### src/rtl/interboard_pkg.sv
// interboard_pkg: shared message layout, FSM states and msg_type codes for the interboard link
package interboard_pkg;
  localparam int NUM_W = 5;
  localparam int TYPE_W = 3;
  typedef struct packed {
    logic [NUM_W-1:0]  number;
    logic [TYPE_W-1:0] msg_type;
  } interboard_msg_t;
  typedef enum logic [1:0] {IDLE, HOLD, WAIT_READY} tx_state_t;
  localparam logic [TYPE_W-1:0] MSG_NOP    = 3'b000;
  localparam logic [TYPE_W-1:0] MSG_MOVE   = 3'b001;
  localparam logic [TYPE_W-1:0] MSG_ATTACK = 3'b010;
  localparam logic [TYPE_W-1:0] MSG_SCORE  = 3'b011;
  localparam logic [TYPE_W-1:0] MSG_TURN   = 3'b100;
  localparam logic [TYPE_W-1:0] MSG_RESET  = 3'b111;
endpackage

### src/rtl/interboard_msg_fifo.sv
// interboard_msg_fifo: synchronous FIFO of interboard messages; ports: clk, flush_i, push_i, pop_i, data_i -> data_o (head), full_o, empty_o, count_o
module interboard_msg_fifo
  import interboard_pkg::*;
#(
  parameter int DEPTH = 8
) (
  input  logic                     clk,
  input  logic                     flush_i,
  input  logic                     push_i,
  input  logic                     pop_i,
  input  interboard_msg_t          data_i,
  output interboard_msg_t          data_o,
  output logic                     full_o,
  output logic                     empty_o,
  output logic [$clog2(DEPTH):0]   count_o
);
  localparam int AW = $clog2(DEPTH);
  localparam int CW = AW + 1;
  interboard_msg_t mem_q [DEPTH];
  logic [AW-1:0] wr_q, rd_q;
  logic [CW-1:0] count_q;
  logic wr_en, rd_en;
  assign full_o  = count_q == CW'(DEPTH);
  assign empty_o = count_q == '0;
  assign rd_en   = pop_i && !empty_o;
  // A pop in the same cycle frees a slot, so a push at full is still accepted
  assign wr_en   = push_i && (!full_o || rd_en);
  assign data_o  = mem_q[rd_q];
  assign count_o = count_q;
  always_ff @(posedge clk) begin
    if (wr_en) mem_q[wr_q] <= data_i;
  end
  always_ff @(posedge clk) begin
    if (flush_i) begin
      wr_q    <= '0;
      rd_q    <= '0;
      count_q <= '0;
    end else begin
      if (wr_en) wr_q <= wr_q + AW'(1);
      if (rd_en) rd_q <= rd_q + AW'(1);
      count_q <= count_q + CW'(wr_en) - CW'(rd_en);
    end
  end
endmodule

### src/rtl/interboard_tx_queue.sv
// interboard_tx_queue: buffers GameControl messages and issues one ctrl_en per message while this board owns the link; ports: clk, rst, interboard_rst, push/push_number/push_msg_type, transmit, inter_ready -> ctrl_en/ctrl_number/ctrl_msg_type, full, empty, count, overflow, busy
module interboard_tx_queue
  import interboard_pkg::*;
#(
  parameter int DEPTH = 8,
  parameter int GUARD = 2
) (
  input  logic                   clk,
  input  logic                   rst,
  input  logic                   interboard_rst,
  input  logic                   push,
  input  logic [NUM_W-1:0]       push_number,
  input  logic [TYPE_W-1:0]      push_msg_type,
  input  logic                   transmit,
  input  logic                   inter_ready,
  output logic                   ctrl_en,
  output logic [NUM_W-1:0]       ctrl_number,
  output logic [TYPE_W-1:0]      ctrl_msg_type,
  output logic                   full,
  output logic                   empty,
  output logic [$clog2(DEPTH):0] count,
  output logic                   overflow,
  output logic                   busy
);
  localparam int GW = $clog2(GUARD + 1);
  tx_state_t state_q, state_d;
  logic [GW-1:0] guard_q, guard_d;
  logic ctrl_en_q, overflow_q, overflow_d, flush, issue;
  interboard_msg_t ctrl_q, head, push_msg;
  assign flush    = rst | interboard_rst;
  assign push_msg = '{number: push_number, msg_type: push_msg_type};
  assign issue    = state_q == IDLE && transmit && inter_ready && !empty;
  interboard_msg_fifo #(.DEPTH(DEPTH)) u_fifo (
    .clk     (clk),
    .flush_i (flush),
    .push_i  (push),
    .pop_i   (issue),
    .data_i  (push_msg),
    .data_o  (head),
    .full_o  (full),
    .empty_o (empty),
    .count_o (count)
  );
  always_comb begin
    state_d    = state_q == IDLE ? (issue ? HOLD : IDLE)
               : state_q == HOLD ? (guard_q == '0 ? WAIT_READY : HOLD)
               : (inter_ready ? IDLE : WAIT_READY);
    guard_d    = issue ? GW'(GUARD - 1) : state_q == HOLD ? guard_q - GW'(1) : guard_q;
    overflow_d = overflow_q | (push & full & ~issue);
  end
  always_ff @(posedge clk) begin
    if (flush) begin
      state_q   <= IDLE;
      guard_q   <= '0;
      ctrl_en_q <= 1'b0;
      ctrl_q    <= '0;
    end else begin
      state_q   <= state_d;
      guard_q   <= guard_d;
      ctrl_en_q <= issue;
      if (issue) ctrl_q <= head;
    end
  end
  // The other board's reset flushes the queue but keeps the local drop diagnostic
  always_ff @(posedge clk) begin
    if (rst) overflow_q <= 1'b0;
    else if (!interboard_rst) overflow_q <= overflow_d;
  end
  assign ctrl_en       = ctrl_en_q;
  assign ctrl_number   = ctrl_q.number;
  assign ctrl_msg_type = ctrl_q.msg_type;
  assign overflow      = overflow_q;
  assign busy          = state_q != IDLE;
endmodule

### config.mk
export PLATFORM = sky130hd
export DESIGN_NAME = interboard_tx_queue
export DESIGN_NICKNAME = d
export VERILOG_FILES = /design/src/rtl/interboard_pkg.sv /design/src/rtl/interboard_msg_fifo.sv /design/src/rtl/interboard_tx_queue.sv
export SDC_FILE = /design/constraint.sdc
export NUM_CORES = 1
export LEC_CHECK = 0
export ABC_AREA = 1
export CAP_MARGIN = 20
export CORE_ASPECT_RATIO = 1.75
export CORE_UTILIZATION = 45
export CTS_CLUSTER_DIAMETER = 200
export DETAILED_ROUTE_END_ITERATION = 10
export PLACE_DENSITY_LB_ADDON = 0.12
export SETUP_SLACK_MARGIN = 0.5
export SYNTH_ARGS = -nofsm -noshare
export SYNTH_HDL_FRONTEND = slang
export SYNTH_SLANG_ARGS = --single-unit
export TNS_END_PERCENT = 50
### constraint.sdc
create_clock -name clk -period 2.87 [get_ports clk]
set_input_delay 0.861 -clock clk [delete_from_list [all_inputs] [get_ports clk]]
set_output_delay 0.861 -clock clk [all_outputs]
set_load 0.03 [all_outputs]
* Word level (Yosys, flattened, before mapping)
Memories as Yosys holds them, arrays and structs flattened. A register that Yosys moved wholly into a read port is not among the register bits. Cells that the tools add are included.
Cells by class: add/sub/neg operators 5, bitwise operators 5, reduce and logical (&&, ||, !) cells 14, eq/ne operators 2, muxes and demuxes 9
Operators with widths (count):
- $mux W2 | 4
- $add A3 B1 Y3 const B | 2
- $logic_and A1 B1 Y1 | 5
- $mux W1 | 5
- $add A4 B1 Y4 | 1
- $eq A4 B4 Y1 const B | 1
- $logic_not A2 Y1 | 2
- $logic_not A4 Y1 | 1
- $reduce_bool A2 Y1 | 2
- $sub A4 B1 Y4 | 1
- $and A1 B1 Y1 | 2
- $eq A2 B1 Y1 const B | 1
- $logic_not A1 Y1 | 2
- $or A1 B1 Y1 | 2
- $reduce_or A2 Y1 | 1
- $sub A2 B1 Y2 const B | 1
- $logic_or A1 B1 Y1 | 1
- $not A1 Y1 | 1
Word-level totals: input port bits 14, memories 1, word-level logic and storage cells 44, bits in registers 16, output and inout bits 17, bits in writable memories 64
Memories:
- u_fifo.mem_q | depth 8, bits a word 8, rd ports 1, clocked after memory_dff 1, write ports 1, line interboard_msg_fifo.sv:19 | interboard_msg_t mem_q [DEPTH];

* Depth between registers and ports, before layout
Gate-level depths: netlist (run 1).
depth in word-level cells 9, gate-level depth with buffers 14, mapped depth without buffers 14

* Modules after synthesis
From an unflattened synthesis (run 1), not the netlist that was laid out.
Unflattened totals: cells, all modules 361, area total of the unflattened synthesis 3824.9 um^2
Modules (own cells, without submodules):
- interboard_msg_fifo | sequential area each 2182.1 um^2, times used 1, cells each 288, area each 3249.4 um^2
- interboard_tx_queue | sequential area each 280.3 um^2, times used 1, cells each 73, area each 575.6 um^2

* Worst setup path before layout (run 1)
Ideal clock, no wire load.
path kind input-to-reg, start point input port inter_ready, end point register u_fifo.count_q[2], in the netlist u_fifo.count_o[2], stages on the path 11, path buffers 0, setup time 116 ps, slack 514 ps, arrival 2240 ps, data required time 2754 ps, cells stage by stage nand2_1 -> nor2_4 -> nand2_4 -> inv_1 -> ha_1 -> inv_1 -> ha_1 -> inv_1 -> fa_1 -> xor2_1 -> nor2_1
Between the ends: cells in the longest elaborated chain, start to end 7
Ends and longest elaborated chain:
- start, declared | line interboard_tx_queue.sv:15 | input logic inter_ready,
- $logic_and A1 B1 Y1 * (2 in series) | line interboard_tx_queue.sv:32 | assign issue = state_q == IDLE && transmit && inter_ready && !empty;
- via issue | line interboard_tx_queue.sv:28 | logic ctrl_en_q, overflow_q, overflow_d, flush, issue;
- $logic_and A1 B1 Y1 * | line interboard_msg_fifo.sv:25 | assign rd_en = pop_i && !empty_o;
- $logic_or A1 B1 Y1 | line interboard_msg_fifo.sv:27 | assign wr_en = push_i && (!full_o || rd_en);
- $logic_and A1 B1 Y1 | line interboard_msg_fifo.sv:27
- $add A4 B1 Y4 | line interboard_msg_fifo.sv:41 | count_q <= count_q + CW'(wr_en) - CW'(rd_en);
- $sub A4 B1 Y4 * | line interboard_msg_fifo.sv:41
- end signal, assigned | line interboard_msg_fifo.sv:41
- end, declared | line interboard_msg_fifo.sv:21 | logic [CW-1:0] count_q;
The timed path passes the listed nets; every way through them passes the cells marked *. A chain may end at the register's enable or synchronous reset.

* Worst setup path in the final report (run 1)
start point register state_q[1], end point output port busy
Between the ends: cells in the longest elaborated chain, start to end 1
Ends and longest elaborated chain:
- start, declared | line interboard_tx_queue.sv:26 | tx_state_t state_q, state_d;
- start signal, assigned | line interboard_tx_queue.sv:58 | state_q <= state_d;
- $reduce_bool A2 Y1 | line interboard_tx_queue.sv:73 | assign busy = state_q != IDLE;
- end, declared | line interboard_tx_queue.sv:23 | output logic busy
Every way passes these cells.

==> summary.md, run 1 <==
| Metric | Value |
|---|---|
| Cell variety after synth | `29` |
| Nets | `418` |
| Failing checks | `design-rule violations` |
| Gate count of the mapped netlist | `~350` |
| Critical path's largest stage delay | `~680 ps` |
| Initial antenna violation count | `0` |
| Worst Max-Slew Pin Slew | `586.9 ps` |
| Violation count after the first detailed-route iteration | `130` |
| Clock buffer depth | `2` |
| Pin count of the biggest net entering global routing | `35` |
| Post-detailed-placement half-perimeter wirelength | `5.065 mm` |
| Max_cap viols | `0` |
| Final-report max-slew violation count | `0` |
| Clock Sinks | `88` |
| Detail-routed net length per standard cell | `15.71 µm` |
| Number of antenna cells inserted | `0` |
| Number of hold buffers added after cts | `0` |
| Critical-path top delay cell | `sky130_fd_sc_hd__clkdlybuf4s50_1` |
| Area of the die | `about 8700 µm²` |
| Part of the power in registers | `0.519` |
| Core footprint | `7963 µm²` |
| Detailed-route vias per instance | `5.102` |
| Global-route usage over all layers | `0.1970` |
| Min setup slack post-route | `476.1 ps` |
| Setup Skew | `8.539 ps` |
| Reported net switching power | `0.6099 mW` |
| Required time at the endpoint of the critical path | `2010 ps` |
| Power density over the cells | `610.6 nW/µm²` |
| RSZ-0062 raised after global routing | `yes` |
| Total Routed Length | `between 7 and 8 mm` |
| Highest ir drop seen on vdd | `between 0.0003 and 0.0004 V` |
| Horizontal extent of the die | `70.83 µm` |
| Worst slew margin relative to its limit | `0.6082` |
| Most area-hungry cell type in the Yosys netlist | `sky130_fd_sc_hd__edfxtp_1` |
| Clock share of power | `0.388` |
| Post-route fraction of the period consumed by the critical path | `0.8341` |
| Accumulated negative setup slack | `0 ps` |
| Post-Syn Area | `3731 µm²` |
| Detailed Routing Iterations Pass 1 | `9` |
| Peak fanout along the critical path | `3` |
| Cell chosen for the clock root | `sky130_fd_sc_hd__clkbuf_16` |
| Post-layout min period | `2394 ps` |
| Remaining global-route overflow | `0` |
| Number of top-level pins | `31` |
| Total setup violations reported at the end of the flow | `0` |
| Share of layout cells above drive strength 1 | `0.1278` |
| Number of synthesized register bits | `88` |
| Number of H-tree branching levels | `3` |
| Power share of the combinational group | `0.093` |
| Clock Latency Late Sink | `340 ps` |
| WS Path Type | `flop to output port` |
| Static leakage power | `1.704 nW` |
| Net count after synthesis | `375` |
| Area growth from synthesis to layout | `19.08%` |
| Die Ht | `122.5 µm` |
| Inserted Clock Buffers | `9` |
| Cell types occupying the most area after synthesis | `sky130_fd_sc_hd__edfxtp_1, sky130_fd_sc_hd__dfxtp_1, sky130_fd_sc_hd__nor2_1, sky130_fd_sc_hd__nand2_1, sky130_fd_sc_hd__nand3_1` |
| Hold violation total from the final report | `0` |
| Initial standard-cell utilization of the core | `0.4686` |
| Synthesized area per cell | `about 11 µm²` |
| First-pass GRT wire length | `12.25 mm` |
| Part of the Yosys area used for sequential elements | `0.6439` |
| Critical Path Sink Type | `output port` |
| Post-synth EDFFs | `64` |
| Input/output buffers | `30` |
| Crit-path cells | `inv_2 -> nand2_2 -> clkdlybuf4s50_1` |
| Worst slack at placement | `-29.25 ps` |
| Fraction of synthesis flops using an asynchronous set or reset pin | `0` |
| Share of total power consumed by net switching | `0.2248` |
| Worst path arrival time | `1530 ps` |
| Critical Path Source Type | `flop` |
| Most common flop cell mapped by yosys | `sky130_fd_sc_hd__edfxtp_1` |
| DRC violation count after routing | `4` |
| Cell-internal power | `2.103 mW` |
| CTS tree | `done` |
| Result of the run | `complete, but fails checks` |
| Vias in the first global route | `around 2,400` |
| Clock-pin slew reported for the worst setup and hold paths after clock tree synthesis | `60 ps` |
| Number of placed instances, taps included | `473` |
| Fmax | `between 0.4 and 0.5 GHz` |
| Placer congestion estimate | `0.7278` |
| Min-Delay Path Class | `flop to flop` |
| Number of cells in the finished layout apart from fillers | `489` |
| Vias post-DR | `2,495` |
| Num rows | `43` |
| Share of the synthesized area in the top cell type | `0.5151` |
| Ys Warns | `0` |
| Number of nets with antenna violations after detailed routing | `0` |
[per-stage QoR]
stage | total power [mW] | util | hold WS (ps) | instance area, µm²
detailed placement | 1.694 | 0.5233 | 456.0 | 4167
floorplan | 1.591 | - | 442.0 | 3731
finish | 2.713 | 0.5580 | 463.8 | 4443
global placement | 1.688 | 0.5233 | 457.1 | 4167
CTS | 2.746 | 0.5577 | 467.9 | 4441
global route | 2.825 | 0.5580 | 482.9 | 4443
[synth_stat cells, types with 3 or more instances]
cell,instances
sky130_fd_sc_hd__a21oi_1,7
sky130_fd_sc_hd__buf_2,5
sky130_fd_sc_hd__buf_4,6
sky130_fd_sc_hd__dfxtp_1,24
sky130_fd_sc_hd__edfxtp_1,64
sky130_fd_sc_hd__ha_1,9
sky130_fd_sc_hd__inv_1,22
sky130_fd_sc_hd__inv_2,4
sky130_fd_sc_hd__nand2_1,57
sky130_fd_sc_hd__nand2_2,3
sky130_fd_sc_hd__nand3_1,35
sky130_fd_sc_hd__nor2_1,67
sky130_fd_sc_hd__o21ai_0,21
sky130_fd_sc_hd__o21ai_1,7
sky130_fd_sc_hd__xor2_1,3
[state kept, by name, summed over array words and instances, names as in the netlist]
signal          count
u_fifo.mem_q       64
ctrl_number         5
u_fifo.count_o      4
ctrl_msg_type       3
u_fifo.rd_q         3
u_fifo.wr_q         3
guard_q             2
state_q             2
ctrl_en             1
overflow            1
[cell type report]
class	count	area, µm²
Clock buffer	13	250.2
Multi-Input combinational cell	222	1137
Clock inverter	3	18.77
Tap cell	90	112.6
Fill cell	725	3520
Sequential cell	88	2402
Timing Repair Buffer	46	420.4
Inverter	27	101.3
[what timing repair did]
action	in CTS	in global routing
setup endpoints to repair	7	3
resized for setup	10	1
pin swaps	4	0
buffers inserted	0	0
[power by group through the flow]
stage / clock network, mW / registers [mW] / logic (mW)
CTS: 1.08 / 1.41 / 0.259
detailed placement: 0 / 1.43 / 0.259
global placement: 0 / 1.43 / 0.255
global route: 1.13 / 1.41 / 0.284
finish: 1.05 / 1.41 / 0.254
floorplan: 0 / 1.45 / 0.143
[worst max-delay path: cells and delay by family, from the launching register on]
kind	cells	cell delay, ps
buffers and inverters	2	720
DFF	1	370
and+or+nand+nor	1	100
[final timing paths]
kind	end	cells past startpoint	slack, ps	from
setup / recovery	busy	3	480	state_q[1]
hold / removal	guard_q[1]	2	460	guard_q[1]
setup reg to reg	u_fifo.count_o[1]	11	820	u_fifo.count_o[2]
hold reg to reg	guard_q[1]	2	460	guard_q[1]
[routing by layer]
layer / share of wire / global-route usage / wire [µm]
met2: 0.55 / 0.3654 / 4234
met1: 0.39 / 0.2080 / 3001
met5: 0 / 0 / 0
met3: 0.033 / 0.04433 / 256
met4: 0.025 / 0.09375 / 191
[layout by cell type (no fill, tap or decap), types with 3 or more instances in the layout]
master,count
sky130_fd_sc_hd__inv_2,5
sky130_fd_sc_hd__edfxtp_1,64
sky130_fd_sc_hd__ha_1,8
sky130_fd_sc_hd__nand2_1,56
sky130_fd_sc_hd__o21ai_1,7
sky130_fd_sc_hd__clkbuf_1,3
sky130_fd_sc_hd__xor2_1,3
sky130_fd_sc_hd__nand3_1,35
sky130_fd_sc_hd__inv_1,21
sky130_fd_sc_hd__dfxtp_1,24
sky130_fd_sc_hd__nand2_2,4
sky130_fd_sc_hd__nor2_1,67
sky130_fd_sc_hd__buf_4,16
sky130_fd_sc_hd__o21ai_0,21
sky130_fd_sc_hd__dlygate4sd2_1,3
sky130_fd_sc_hd__clkdlybuf4s50_1,25
sky130_fd_sc_hd__clkbuf_16,9
sky130_fd_sc_hd__a21oi_1,7
[cells by family (layout without fill, tap and decap cells)]
family | Yosys count | in the layout | synth area share
AO/OA/AOI/OAI | 37 | 37 | 0.05399
adder cells (fa/ha/maj) | 10 | 10 | 0.03555
buffers and inverters | 41 | 89 | 0.05331
AND/OR/NAND/NOR | 172 | 172 | 0.2062
flip-flops | 88 | 88 | 0.6439
XOR/XNOR | 3 | 3 | 0.007044
Power figures use the tool's default switching activity.
==> inputs of run 2 (changes only) <==
==> constraint.sdc (replaced) <==
create_clock -name clk -period 2.3 [get_ports clk]
set_input_delay 0.69 -clock clk [delete_from_list [all_inputs] [get_ports clk]]
set_output_delay 0.69 -clock clk [all_outputs]
set_load 0.03 [all_outputs]
==> summary.md, run 2 (synthesized netlist as in run 1, its figures left out) <==
| Metric | Value |
|---|---|
| Result of the run | `complete, no violations (was complete, but fails checks)` |
| Post-route fraction of the period consumed by the critical path | `0.8610` |
| Number of placed instances, taps included | `480 (was 473)` |
| Initial antenna violation count | `0 (unchanged)` |
| Clock buffer depth | `2 (unchanged)` |
| Share of layout cells above drive strength 1 | `0.2308 (was 0.1278)` |
| Number of nets with antenna violations after detailed routing | `0 (unchanged)` |
| Clock Latency Late Sink | `340 ps (about the same)` |
| Initial standard-cell utilization of the core | `0.4686 (unchanged)` |
| Cell area after placement | `4358 µm² (was 4167 µm²)` |
| Worst path arrival time | `2210 ps (was 1530 ps)` |
| Hold violation total from the final report | `0 (unchanged)` |
| Critical Path Source Type | `flop (unchanged)` |
| Number of top-level pins | `31 (unchanged)` |
| DRC violation count after routing | `0 (was 4)` |
| Final non-filler cell area | `4867 µm² (was 4443 µm²)` |
| Detailed Routing Iterations Pass 1 | `6 (was 9)` |
| Vias post-DR | `2,580 (was 2,495)` |
| Violation count after the first detailed-route iteration | `108 (was 130)` |
| First-pass GRT wire length | `12.41 mm (was 12.25 mm)` |
| Min setup slack post-route | `319.6 ps (was 476.1 ps)` |
| Detailed-route vias per instance | `5.099 (was 5.102)` |
| Max_cap viols | `0 (unchanged)` |
| Pin count of the biggest net entering global routing | `35 (unchanged)` |
| Highest ir drop seen on vdd | `0.0005494 V (was 0.0003374 V)` |
| Post-layout min period | `1980 ps` |
| RSZ-0062 raised after global routing | `yes (unchanged)` |
| WS Path Type | `flop to flop (was flop to output port)` |
| Number of H-tree branching levels | `3 (unchanged)` |
| Power density over the cells | `739.6 nW/µm² (was 610.6 nW/µm²)` |
| Area of the die | `8673 µm² (unchanged)` |
| Vias in the first global route | `2,450 (was 2,393)` |
| Num rows | `43 (unchanged)` |
| Filler cells | `652 (was 725)` |
| Setup Skew | `9.711 ps (was 8.539 ps)` |
| Die Ht | `122.5 µm (unchanged)` |
| Critical Path Sink Type | `flop (was output port)` |
| Required time at the endpoint of the critical path | `2530 ps (was 2010 ps)` |
| Post-detailed-placement half-perimeter wirelength | `5.244 mm (was 5.065 mm)` |
| Startpoint of the most critical hold path | `overflow (was guard_q[1])` |
| Cell chosen for the clock root | `sky130_fd_sc_hd__clkbuf_16 (unchanged)` |
| Worst Max-Slew Pin Slew | `545.8 ps (was 586.9 ps)` |
| Commonest non-fill, non-tap cell in the layout | `sky130_fd_sc_hd__edfxtp_1 (was sky130_fd_sc_hd__nor2_1)` |
| Number of flip-flops under the largest register name | `64 (unchanged)` |
| CTS tree | `done (unchanged)` |
| Worst slew margin relative to its limit | `0.6357 (was 0.6082)` |
| Largest Register | `u_fifo.mem_q (unchanged)` |
| Clock-pin slew reported for the worst setup and hold paths after clock tree synthesis | `60 ps (about the same)` |
| Nets | `435 (was 418)` |
| Area occupied by registers | `2407 µm² (was 2402 µm²)` |
| Final-report max-slew violation count | `0 (unchanged)` |
| Fmax | `0.5050 GHz` |
| Number of hold buffers added after cts | `0 (unchanged)` |
| Area growth from synthesis to layout | `30.45% (was 19.08%)` |
| Clock Sinks | `88 (unchanged)` |
| Detail-routed net length per standard cell | `15.57 µm (was 15.71 µm)` |
| Peak fanout along the critical path | `3 (unchanged)` |
| Number of cells in the finished layout apart from fillers | `506 (was 489)` |
| Worst slack at placement | `-372.5 ps (was -29.25 ps)` |
| Number of antenna cells inserted | `0 (unchanged)` |
| Min-Delay Path Class | `flop to flop (unchanged)` |
| Total setup violations reported at the end of the flow | `0 (unchanged)` |
| Core footprint | `7963 µm² (unchanged)` |
| Total Routed Length | `7.877 mm (was 7.683 mm)` |
| Remaining global-route overflow | `0 (unchanged)` |
| Commonest cells after routing, fill and taps aside | `sky130_fd_sc_hd__edfxtp_1, sky130_fd_sc_hd__nor2_1, sky130_fd_sc_hd__nand2_1, sky130_fd_sc_hd__nand3_1, sky130_fd_sc_hd__dfxtp_1 (was sky130_fd_sc_hd__nor2_1, sky130_fd_sc_hd__edfxtp_1, sky130_fd_sc_hd__nand2_1, sky130_fd_sc_hd__nand3_1, sky130_fd_sc_hd__clkdlybuf4s50_1)` |
| Multi-input logic area | `1277 µm² (was 1137 µm²)` |
| Global-route usage over all layers | `0.1996 (was 0.1970)` |
| Placer congestion estimate | `0.7633 (was 0.7278)` |
| Horizontal extent of the die | `70.83 µm (unchanged)` |
| Inserted Clock Buffers | `9 (unchanged)` |
| Setup crit start | `u_fifo.count_o[2] (was state_q[1])` |
| Static leakage power | `2.036 nW (was 1.704 nW)` |
| Input/output buffers | `30 (unchanged)` |
| Beginning of the worst register-to-register path | `u_fifo.count_o[2] (unchanged)` |
[run 2: what timing repair did]
action	in CTS	in global routing
gates resized for setup	50	24
buffers inserted	6	4
endpoints found under the setup margin	97	91
hold endpoints to repair	0	0
pin swaps	8	5
[run 2: power by group]
| part | total [mW] | switching (mW) | internal, mW |
|---|---|---|---|
| clock | 1.43 | 0.586 | 0.847 |
| combinational | 0.409 | 0.227 | 0.183 |
| sequential | 1.76 | 0.0192 | 1.74 |
[run 2: through the flow]
stage / utilization / total power, mW / setup TNS, ps / hold slack (ps)
after floorplan: - / 2.006 / 0 / 442.2
after global placement: 0.5473 / 2.144 / -12510 / 455.2
after detailed placement: 0.5473 / 2.150 / -13990 / 462.1
after CTS: 0.5977 / 3.608 / 0 / 472.5
after global routing: 0.6113 / 3.750 / 0 / 490.4
final: 0.6113 / 3.600 / 0 / 462.7
[run 2: final timing paths]
| path | to | slack, ps | cells after the start |
|---|---|---|---|
| worst min-delay path | overflow | 460 | 2 |
| worst max-delay path | u_fifo.count_o[1] | 320 | 10 |
| worst min register to register | overflow | 460 | 2 |
| worst max register to register | u_fifo.count_o[1] | 320 | 10 |
[run 2: critical path, cell delays in order (launching register included)]
cell and delay, ps:
sky130_fd_sc_hd__dfxtp_2 350, sky130_fd_sc_hd__inv_4 50, sky130_fd_sc_hd__ha_4 150, sky130_fd_sc_hd__nor3b_4 150, sky130_fd_sc_hd__buf_4 140, sky130_fd_sc_hd__buf_6 120, sky130_fd_sc_hd__a21boi_4 180, sky130_fd_sc_hd__ha_4 150
sky130_fd_sc_hd__inv_2 30, sky130_fd_sc_hd__fa_2 510, sky130_fd_sc_hd__nor2_1 40
[run 2: layout make-up]
class                      instances  share of cell area
clock buffer                      10             0.04704
multi-input combinational        222              0.2625
clock inverter                     6             0.01414
tap                               90             0.02314
inverter                          27             0.02236
timing repair buffer              63              0.1362
sequential                        88              0.4946
[run 2: per-layer routing]
layer	global-route usage	up-vias	part of all wire
met5	0	-	0
li1	-	1299	-
met1	0.2189	1210	0.38
met4	0.09250	0	0.022
met2	0.3630	56	0.56
met3	0.04433	15	0.037
